<file path="config.mk">
export PLATFORM = sky130hd
export DESIGN_NAME = pc_ctrl_flat
export DESIGN_NICKNAME = d
export VERILOG_FILES = /design/src/rtl/pc_ctrl_if.sv /design/src/rtl/pc_ctrl.sv /design/src/flat_wrapper.sv
export SDC_FILE = /design/constraint.sdc
export NUM_CORES = 1
export LEC_CHECK = 0
export BUFFER_PORTS_ARGS = -buffer_cell sky130_fd_sc_hd__buf_2
export CORE_UTILIZATION = 42
export DETAILED_ROUTE_END_ITERATION = 12
export PLACE_DENSITY = 0.72
export SYNTH_ARGS = -nofsm -noshare
export SYNTH_HDL_FRONTEND = slang
export SYNTH_SLANG_ARGS = --single-unit
</file>
<file path="constraint.sdc">
create_clock -name clk -period 1.48 [get_ports clk]
set_input_delay 0.222 -clock clk [delete_from_list [all_inputs] [get_ports clk]]
set_output_delay 0.222 -clock clk [all_outputs]
set_load 0.05 [all_outputs]
</file>
<file path="src/rtl/pc_ctrl_if.sv">
// Bus between pc_ctrl and the program memory / register file / input handshake.
// master drives instruction fields and sw_ready; slave (pc_ctrl) returns PC and status.
interface pc_ctrl_if #(
    parameter int unsigned Psize = 6,
    parameter int unsigned Osize = 3
);
    logic [Osize-1:0] opcode;
    logic [Psize-1:0] imm;
    logic             zero;
    logic             sw_ready;
    logic [Psize-1:0] PCout;
    logic             regWE;
    logic             waiting;
    logic             halted;

    modport master (
        output opcode,
        output imm,
        output zero,
        output sw_ready,
        input  PCout,
        input  regWE,
        input  waiting,
        input  halted
    );

    modport slave (
        input  opcode,
        input  imm,
        input  zero,
        input  sw_ready,
        output PCout,
        output regWE,
        output waiting,
        output halted
    );
endinterface

</file>
<file path="src/rtl/pc_ctrl.sv">
// picoMIPS program-flow controller: PC register, branch/jump, input-wait and halt FSM.
// Optional single-entry CALL/RET link register enabled by defining PC_CALL_RET_EN.
module pc_ctrl #(
    parameter int unsigned Psize = 6,
    parameter int unsigned Osize = 3
) (
    input logic      clk,
    input logic      reset,
    pc_ctrl_if.slave bus
);

    typedef enum logic [1:0] {StRun, StWaitHi, StWaitLo, StHalt} state_e;

    localparam logic [Osize-1:0] OpBeq  = Osize'(1);
    localparam logic [Osize-1:0] OpBne  = Osize'(2);
    localparam logic [Osize-1:0] OpJmp  = Osize'(3);
    localparam logic [Osize-1:0] OpWait = Osize'(4);
    localparam logic [Osize-1:0] OpHalt = Osize'(5);
`ifdef PC_CALL_RET_EN
    localparam logic [Osize-1:0] OpCall = Osize'(6);
    localparam logic [Osize-1:0] OpRet  = Osize'(7);
`endif

    state_e           state_q, state_d;
    logic [Psize-1:0] pc_q, pc_d;
    logic [Psize-1:0] pc_inc;
    logic             waiting_q, waiting_d;
    logic             halted_q, halted_d;
    logic             reg_we;
`ifdef PC_CALL_RET_EN
    logic [Psize-1:0] link_q, link_d;
`endif

    // Natural truncation gives the modulo-2^Psize wrap.
    assign pc_inc = pc_q + Psize'(1);

    always_comb begin
        state_d = state_q;
        pc_d    = pc_q;
        reg_we  = 1'b0;
`ifdef PC_CALL_RET_EN
        link_d  = link_q;
`endif
        unique case (state_q)
            StRun: begin
                case (bus.opcode)
                    OpBeq:  pc_d = bus.zero ? bus.imm : pc_inc;
                    OpBne:  pc_d = bus.zero ? pc_inc : bus.imm;
                    OpJmp:  pc_d = bus.imm;
                    OpWait: state_d = StWaitHi;
                    OpHalt: state_d = StHalt;
`ifdef PC_CALL_RET_EN
                    OpCall: begin
                        link_d = pc_inc;
                        pc_d   = bus.imm;
                    end
                    OpRet:  pc_d = link_q;
`endif
                    // ALU, plus CALL/RET when the link register is compiled out.
                    default: begin
                        reg_we = 1'b1;
                        pc_d   = pc_inc;
                    end
                endcase
            end
            StWaitHi: begin
                if (bus.sw_ready) state_d = StWaitLo;
            end
            StWaitLo: begin
                if (!bus.sw_ready) begin
                    state_d = StRun;
                    pc_d    = pc_inc;
                end
            end
            StHalt: state_d = StHalt;
            default: state_d = StRun;
        endcase
    end

    assign waiting_d = (state_d == StWaitHi) || (state_d == StWaitLo);
    assign halted_d  = (state_d == StHalt);

    always_ff @(posedge clk or posedge reset) begin
        if (reset) begin
            state_q   <= StRun;
            pc_q      <= '0;
            waiting_q <= 1'b0;
            halted_q  <= 1'b0;
        end else begin
            state_q   <= state_d;
            pc_q      <= pc_d;
            waiting_q <= waiting_d;
            halted_q  <= halted_d;
        end
    end

`ifdef PC_CALL_RET_EN
    always_ff @(posedge clk or posedge reset) begin
        if (reset) begin
            link_q <= '0;
        end else begin
            link_q <= link_d;
        end
    end
`endif

    assign bus.PCout   = pc_q;
    assign bus.regWE   = reg_we;
    assign bus.waiting = waiting_q;
    assign bus.halted  = halted_q;

endmodule

</file>
<file path="src/flat_wrapper.sv">
// flat-port wrapper written by rule: the top's interface ports become plain ports
module pc_ctrl_flat 
#(
    parameter int unsigned Psize = 6,
    parameter int unsigned Osize = 3
)
  (clk, reset, bus_opcode, bus_imm, bus_zero, bus_sw_ready, bus_PCout, bus_regWE, bus_waiting, bus_halted);
  pc_ctrl_if #(.Psize(Psize), .Osize(Osize)) bus_i ();
  input logic clk;
  input logic reset;
  input wire logic [$bits(bus_i.opcode)-1:0] bus_opcode;
  input wire logic [$bits(bus_i.imm)-1:0] bus_imm;
  input wire logic [$bits(bus_i.zero)-1:0] bus_zero;
  input wire logic [$bits(bus_i.sw_ready)-1:0] bus_sw_ready;
  output wire logic [$bits(bus_i.PCout)-1:0] bus_PCout;
  output wire logic [$bits(bus_i.regWE)-1:0] bus_regWE;
  output wire logic [$bits(bus_i.waiting)-1:0] bus_waiting;
  output wire logic [$bits(bus_i.halted)-1:0] bus_halted;
  assign bus_i.opcode = bus_opcode;
  assign bus_i.imm = bus_imm;
  assign bus_i.zero = bus_zero;
  assign bus_i.sw_ready = bus_sw_ready;
  assign bus_PCout = bus_i.PCout;
  assign bus_regWE = bus_i.regWE;
  assign bus_waiting = bus_i.waiting;
  assign bus_halted = bus_i.halted;
  pc_ctrl #(.Psize(Psize), .Osize(Osize)) u_core (.clk(clk), .reset(reset), .bus(bus_i));
endmodule
</file>
==> impl_results.html <==
<table>
<tr><th>Metric</th><th>Value</th></tr>
<tr><th colspan="2">Synthesis</th></tr>
<tr><td>Syn Nets</td><td>79</td></tr>
<tr><td>Yosys reg bits</td><td>10</td></tr>
<tr><td>Async set or reset register ratio after synthesis</td><td>100%</td></tr>
<tr><td>Number of unique standard cell types used by synthesis</td><td>30</td></tr>
<tr><td>Synthesized area divided by synthesized cell count</td><td>9.56 um^2</td></tr>
<tr><td>Dominant synthesized flop cell</td><td>sky130_fd_sc_hd__dfrtp_1</td></tr>
<tr><td>Count of synthesis-stage warnings from yosys</td><td>0</td></tr>
<tr><td>Mapped Cells</td><td>64</td></tr>
<tr><td>Cell area after technology mapping</td><td>612 um^2</td></tr>
<tr><td>Count of flip-flops with a built-in enable after synthesis</td><td>0</td></tr>
<tr><td>Portion of the post-synthesis area used by sequential elements</td><td>40.9%</td></tr>
<tr><th colspan="2">Layout</th></tr>
<tr><td>Number of fill cells</td><td>119</td></tr>
<tr><td>Number of nets in the layout</td><td>109</td></tr>
<tr><td>Multi-input logic area</td><td>349 um^2</td></tr>
<tr><td>Top library cells by usage in the layout, fill and taps aside</td><td>20 x sky130_fd_sc_hd__buf_2, 10 x sky130_fd_sc_hd__dfrtp_1, 5 x sky130_fd_sc_hd__inv_1</td></tr>
<tr><td>Area used by sequential logic in the layout</td><td>250 um^2</td></tr>
<tr><td>Post-synthesis to final-layout area growth</td><td>34.4%</td></tr>
<tr><td>Ant diodes</td><td>0</td></tr>
<tr><td>Share of post-route cells with drive strength above 1</td><td>40.2%</td></tr>
<tr><td>Leading cell type in the layout, fill and taps excluded</td><td>sky130_fd_sc_hd__buf_2</td></tr>
<tr><td>Utilization of the core after routing</td><td>61.6%</td></tr>
<tr><th colspan="2">Pwr</th></tr>
<tr><td>Total power density per cell area</td><td>2360 nW/um^2</td></tr>
<tr><td>Overall Power</td><td>1.94 mW</td></tr>
<tr><td>Standby leakage power</td><td>0.390 nW</td></tr>
<tr><td>Maximum resistive drop on vdd</td><td>1560 uV</td></tr>
<tr><th colspan="2">Drt</th></tr>
<tr><td>Final routed DRC violation total</td><td>0</td></tr>
<tr><td>Sum of routed wire length over all layers</td><td>1390 um</td></tr>
<tr><td>Via-to-Cell Ratio</td><td>5.49</td></tr>
<tr><td>Total vias in the final route</td><td>587</td></tr>
<tr><td>Number of design-rule violations left by the first detailed-router iteration</td><td>13</td></tr>
<tr><td>Antenna Violating Nets Remaining</td><td>0</td></tr>
<tr><td>First-pass DRT Iterations</td><td>4</td></tr>
<tr><td>Average wire length per cell after detail routing</td><td>13.0 um</td></tr>
<tr><th colspan="2">STA</th></tr>
<tr><td>Least setup slack across all paths after layout</td><td>74.7 ps</td></tr>
<tr><td>Final Max Tran Viols</td><td>0</td></tr>
<tr><td>Final critical-path share of the clock period</td><td>95.0%</td></tr>
<tr><td>Final hold violations</td><td>0</td></tr>
<tr><td>Setup TNS Final</td><td>0 ps</td></tr>
<tr><td>Endpoints failing setup</td><td>0</td></tr>
<tr><td>Final min period</td><td>1410 ps</td></tr>
<tr><td>Worst hold slack across all endpoints</td><td>229 ps</td></tr>
<tr><td>Transition time at the pin with the least slew margin</td><td>444 ps</td></tr>
<tr><td>Normalized max-slew margin</td><td>70.3%</td></tr>
<tr><td>Achievable frequency</td><td>712 MHz</td></tr>
<tr><td>Worst Clk Skew</td><td>13.9 ps</td></tr>
<tr><th colspan="2">Floorplanning</th></tr>
<tr><td>Site row count</td><td>13</td></tr>
<tr><td>I/O pin count</td><td>22</td></tr>
<tr><td>Total Die Area</td><td>1610 um^2</td></tr>
<tr><td>Height of the die</td><td>40.2 um</td></tr>
<tr><td>Core Footprint</td><td>1330 um^2</td></tr>
<tr><td>Starting Density</td><td>45.9%</td></tr>
<tr><td>Overall die width</td><td>40.2 um</td></tr>
<tr><th colspan="2">Global route</th></tr>
<tr><td>Combined global-route utilization of all metal layers</td><td>20.4%</td></tr>
<tr><td>Pin count of the biggest net entering global routing</td><td>11</td></tr>
<tr><td>Congestion Overflow GR</td><td>0</td></tr>
<tr><td>Number of antenna violations at the first check in global routing</td><td>0</td></tr>
<tr><td>Wire length of the first global-routing pass</td><td>2050 um</td></tr>
<tr><td>Number of global-route vias before repair</td><td>494</td></tr>
<tr><th colspan="2">Critical path</th></tr>
<tr><td>Highest fanout seen on the critical path</td><td>5</td></tr>
<tr><td>Category of the most critical setup path</td><td>reg2reg</td></tr>
<tr><td>Critical path buffer and inverter count</td><td>1</td></tr>
<tr><td>Worst EP required</td><td>1630 ps</td></tr>
<tr><td>Startpoint type of the worst setup path</td><td>flip-flop</td></tr>
<tr><td>Kind of cell adding the most delay to the critical path</td><td>compound AO/OA/AOI/OAI gates</td></tr>
<tr><td>Cell-by-cell listing of the critical path</td><td>buf_6 &gt; o21ai_0 &gt; a2bb2oi_2 &gt; ha_1</td></tr>
<tr><td>Arrival @ worst endpoint</td><td>1550 ps</td></tr>
<tr><td>Cell with the biggest individual delay on the critical path</td><td>sky130_fd_sc_hd__dfrtp_1</td></tr>
<tr><td>Biggest cell delay along the critical path</td><td>430 ps</td></tr>
<tr><td>Crit path capture type</td><td>flip-flop</td></tr>
<tr><th colspan="2">Placement</th></tr>
<tr><td>IO buf count</td><td>21</td></tr>
<tr><td>Pre-CTS worst setup slack</td><td>59.8 ps</td></tr>
<tr><td>Hpwl dp</td><td>1060 um</td></tr>
<tr><td>Weighted congestion at the end of routability-driven global placement</td><td>0.751</td></tr>
<tr><th colspan="2">Status</th></tr>
<tr><td>Outcome</td><td>finished, final reports clean</td></tr>
<tr><th colspan="2">Clocking</th></tr>
<tr><td>TritonCTS clock tree</td><td>done</td></tr>
<tr><td>Clock edge transition at the registers on the reported setup and hold paths</td><td>60 ps</td></tr>
<tr><td>Root buffer cell</td><td>sky130_fd_sc_hd__clkbuf_4</td></tr>
<tr><td>Buffers inserted by post-CTS timing repair</td><td>0</td></tr>
<tr><td>Clock Sinks</td><td>10</td></tr>
<tr><td>Count of H-tree levels built during CTS</td><td>1</td></tr>
<tr><td>Clock buffers created by TritonCTS</td><td>3</td></tr>
<tr><td>Latest clock arrival within the worst-skew pair</td><td>270 ps</td></tr>
<tr><td>Buffers from clock root to sink, at most</td><td>2</td></tr>
<tr><th colspan="2">Job</th></tr>
<tr><td>Maximum capacitance violations</td><td>0</td></tr>
<tr><th colspan="2">Hold path</th></tr>
<tr><td>Type of the most critical hold path</td><td>in2reg</td></tr>
</table>
## worst min-delay path: stages
cell and delay, ps:
sky130_fd_sc_hd__buf_2 100, sky130_fd_sc_hd__nand2_1 50, sky130_fd_sc_hd__a31oi_1 80
## cells by family (layout without fill, tap and decap cells)
logic type | after synthesis | after routing | share of synthesized area [%]
fa+ha+maj | 2 | 2 | 4.09
mux | 3 | 3 | 5.52
compound gates | 21 | 21 | 25.4
buf+inv | 7 | 35 | 5.73
flops | 10 | 10 | 40.9
simple gates | 21 | 21 | 18.4
## power by group
part	total, mW	leakage, nW	switching, mW	internal (mW)
clock network	0.189	0.0138	0.0955	0.0938
registers	0.544	0.117	0.132	0.411
logic	1.21	0.259	0.781	0.425
## area by class of cell
class / instances / share of cell area [%]
Clock buffer: 3 / 2.74
Inverter: 5 / 2.28
Multi-Input combinational cell: 47 / 42.5
Sequential cell: 10 / 30.4
Tap cell: 15 / 2.28
Timing Repair Buffer: 27 / 19.8
## cells in the mapped netlist (all sizes together), types with 2 or more instances
cell type	number	area (um^2)
dfrtp	10	250
mux2i	3	33.8
buf	2	16.3
nand2	4	15.0
nor3b	2	15.0
a2bb2oi	2	23.8
nand3	3	15.0
inv	5	18.8
a21oi	4	23.8
nor3	5	25.0
ha	2	25.0
o22ai	3	18.8
nor2	4	15.0
o21ai	4	20.0
## metrics by stage
step	cell area (um^2)	cells
2_1_floorplan	617	64
3_5_place_dp	762	103
5_1_grt	822	107
4_1_cts	797	107
3_3_place_gp	762	103
6_report	822	107
## path summary, 6_finish.rpt
path                       depth (start not counted)  slack, ps                         endpoint                       startpoint
setup / recovery                                   4         70     u_core.bus.waiting$_DFF_PP0_      u_core.state_q[0]$_DFF_PP0_
hold / removal                                     3        230  u_core.bus.PCout[1]$_DFFE_PP0P_                       bus_imm[1]
setup reg to reg                                   4         70     u_core.bus.waiting$_DFF_PP0_      u_core.state_q[0]$_DFF_PP0_
hold reg to reg                                    1        530  u_core.bus.PCout[5]$_DFFE_PP0P_  u_core.bus.PCout[5]$_DFFE_PP0P_
max in group asynchronous                          3        720      u_core.state_q[0]$_DFF_PP0_                            reset
min in group asynchronous                          3        470  u_core.bus.PCout[2]$_DFFE_PP0P_                            reset
## layer usage
layer	wire length [um]	global-route usage [%]	part of all wire (%)
met5	0	0	0
met4	0	7.76	0
met3	86	10.0	6.2
met2	719	32.3	52
met1	586	23.5	42
## flip-flops by register name (all words and copies together), names as in the netlist
name / cells
u_core.bus.PCout: 6
u_core.bus.halted: 1
u_core.bus.waiting: 1
u_core.state_q: 2
## repair_timing
| action | in CTS | in global routing |
|---|---|---|
| hold buffers | 1 | 0 |
| hold endpoints to repair | 10 | 0 |
| setup endpoints to repair | 1 | 3 |
| pin swaps | 0 | 0 |
| gates cloned | 0 | 0 |
| resized for setup | 1 | 5 |
(Power assumes the default switching activity.)
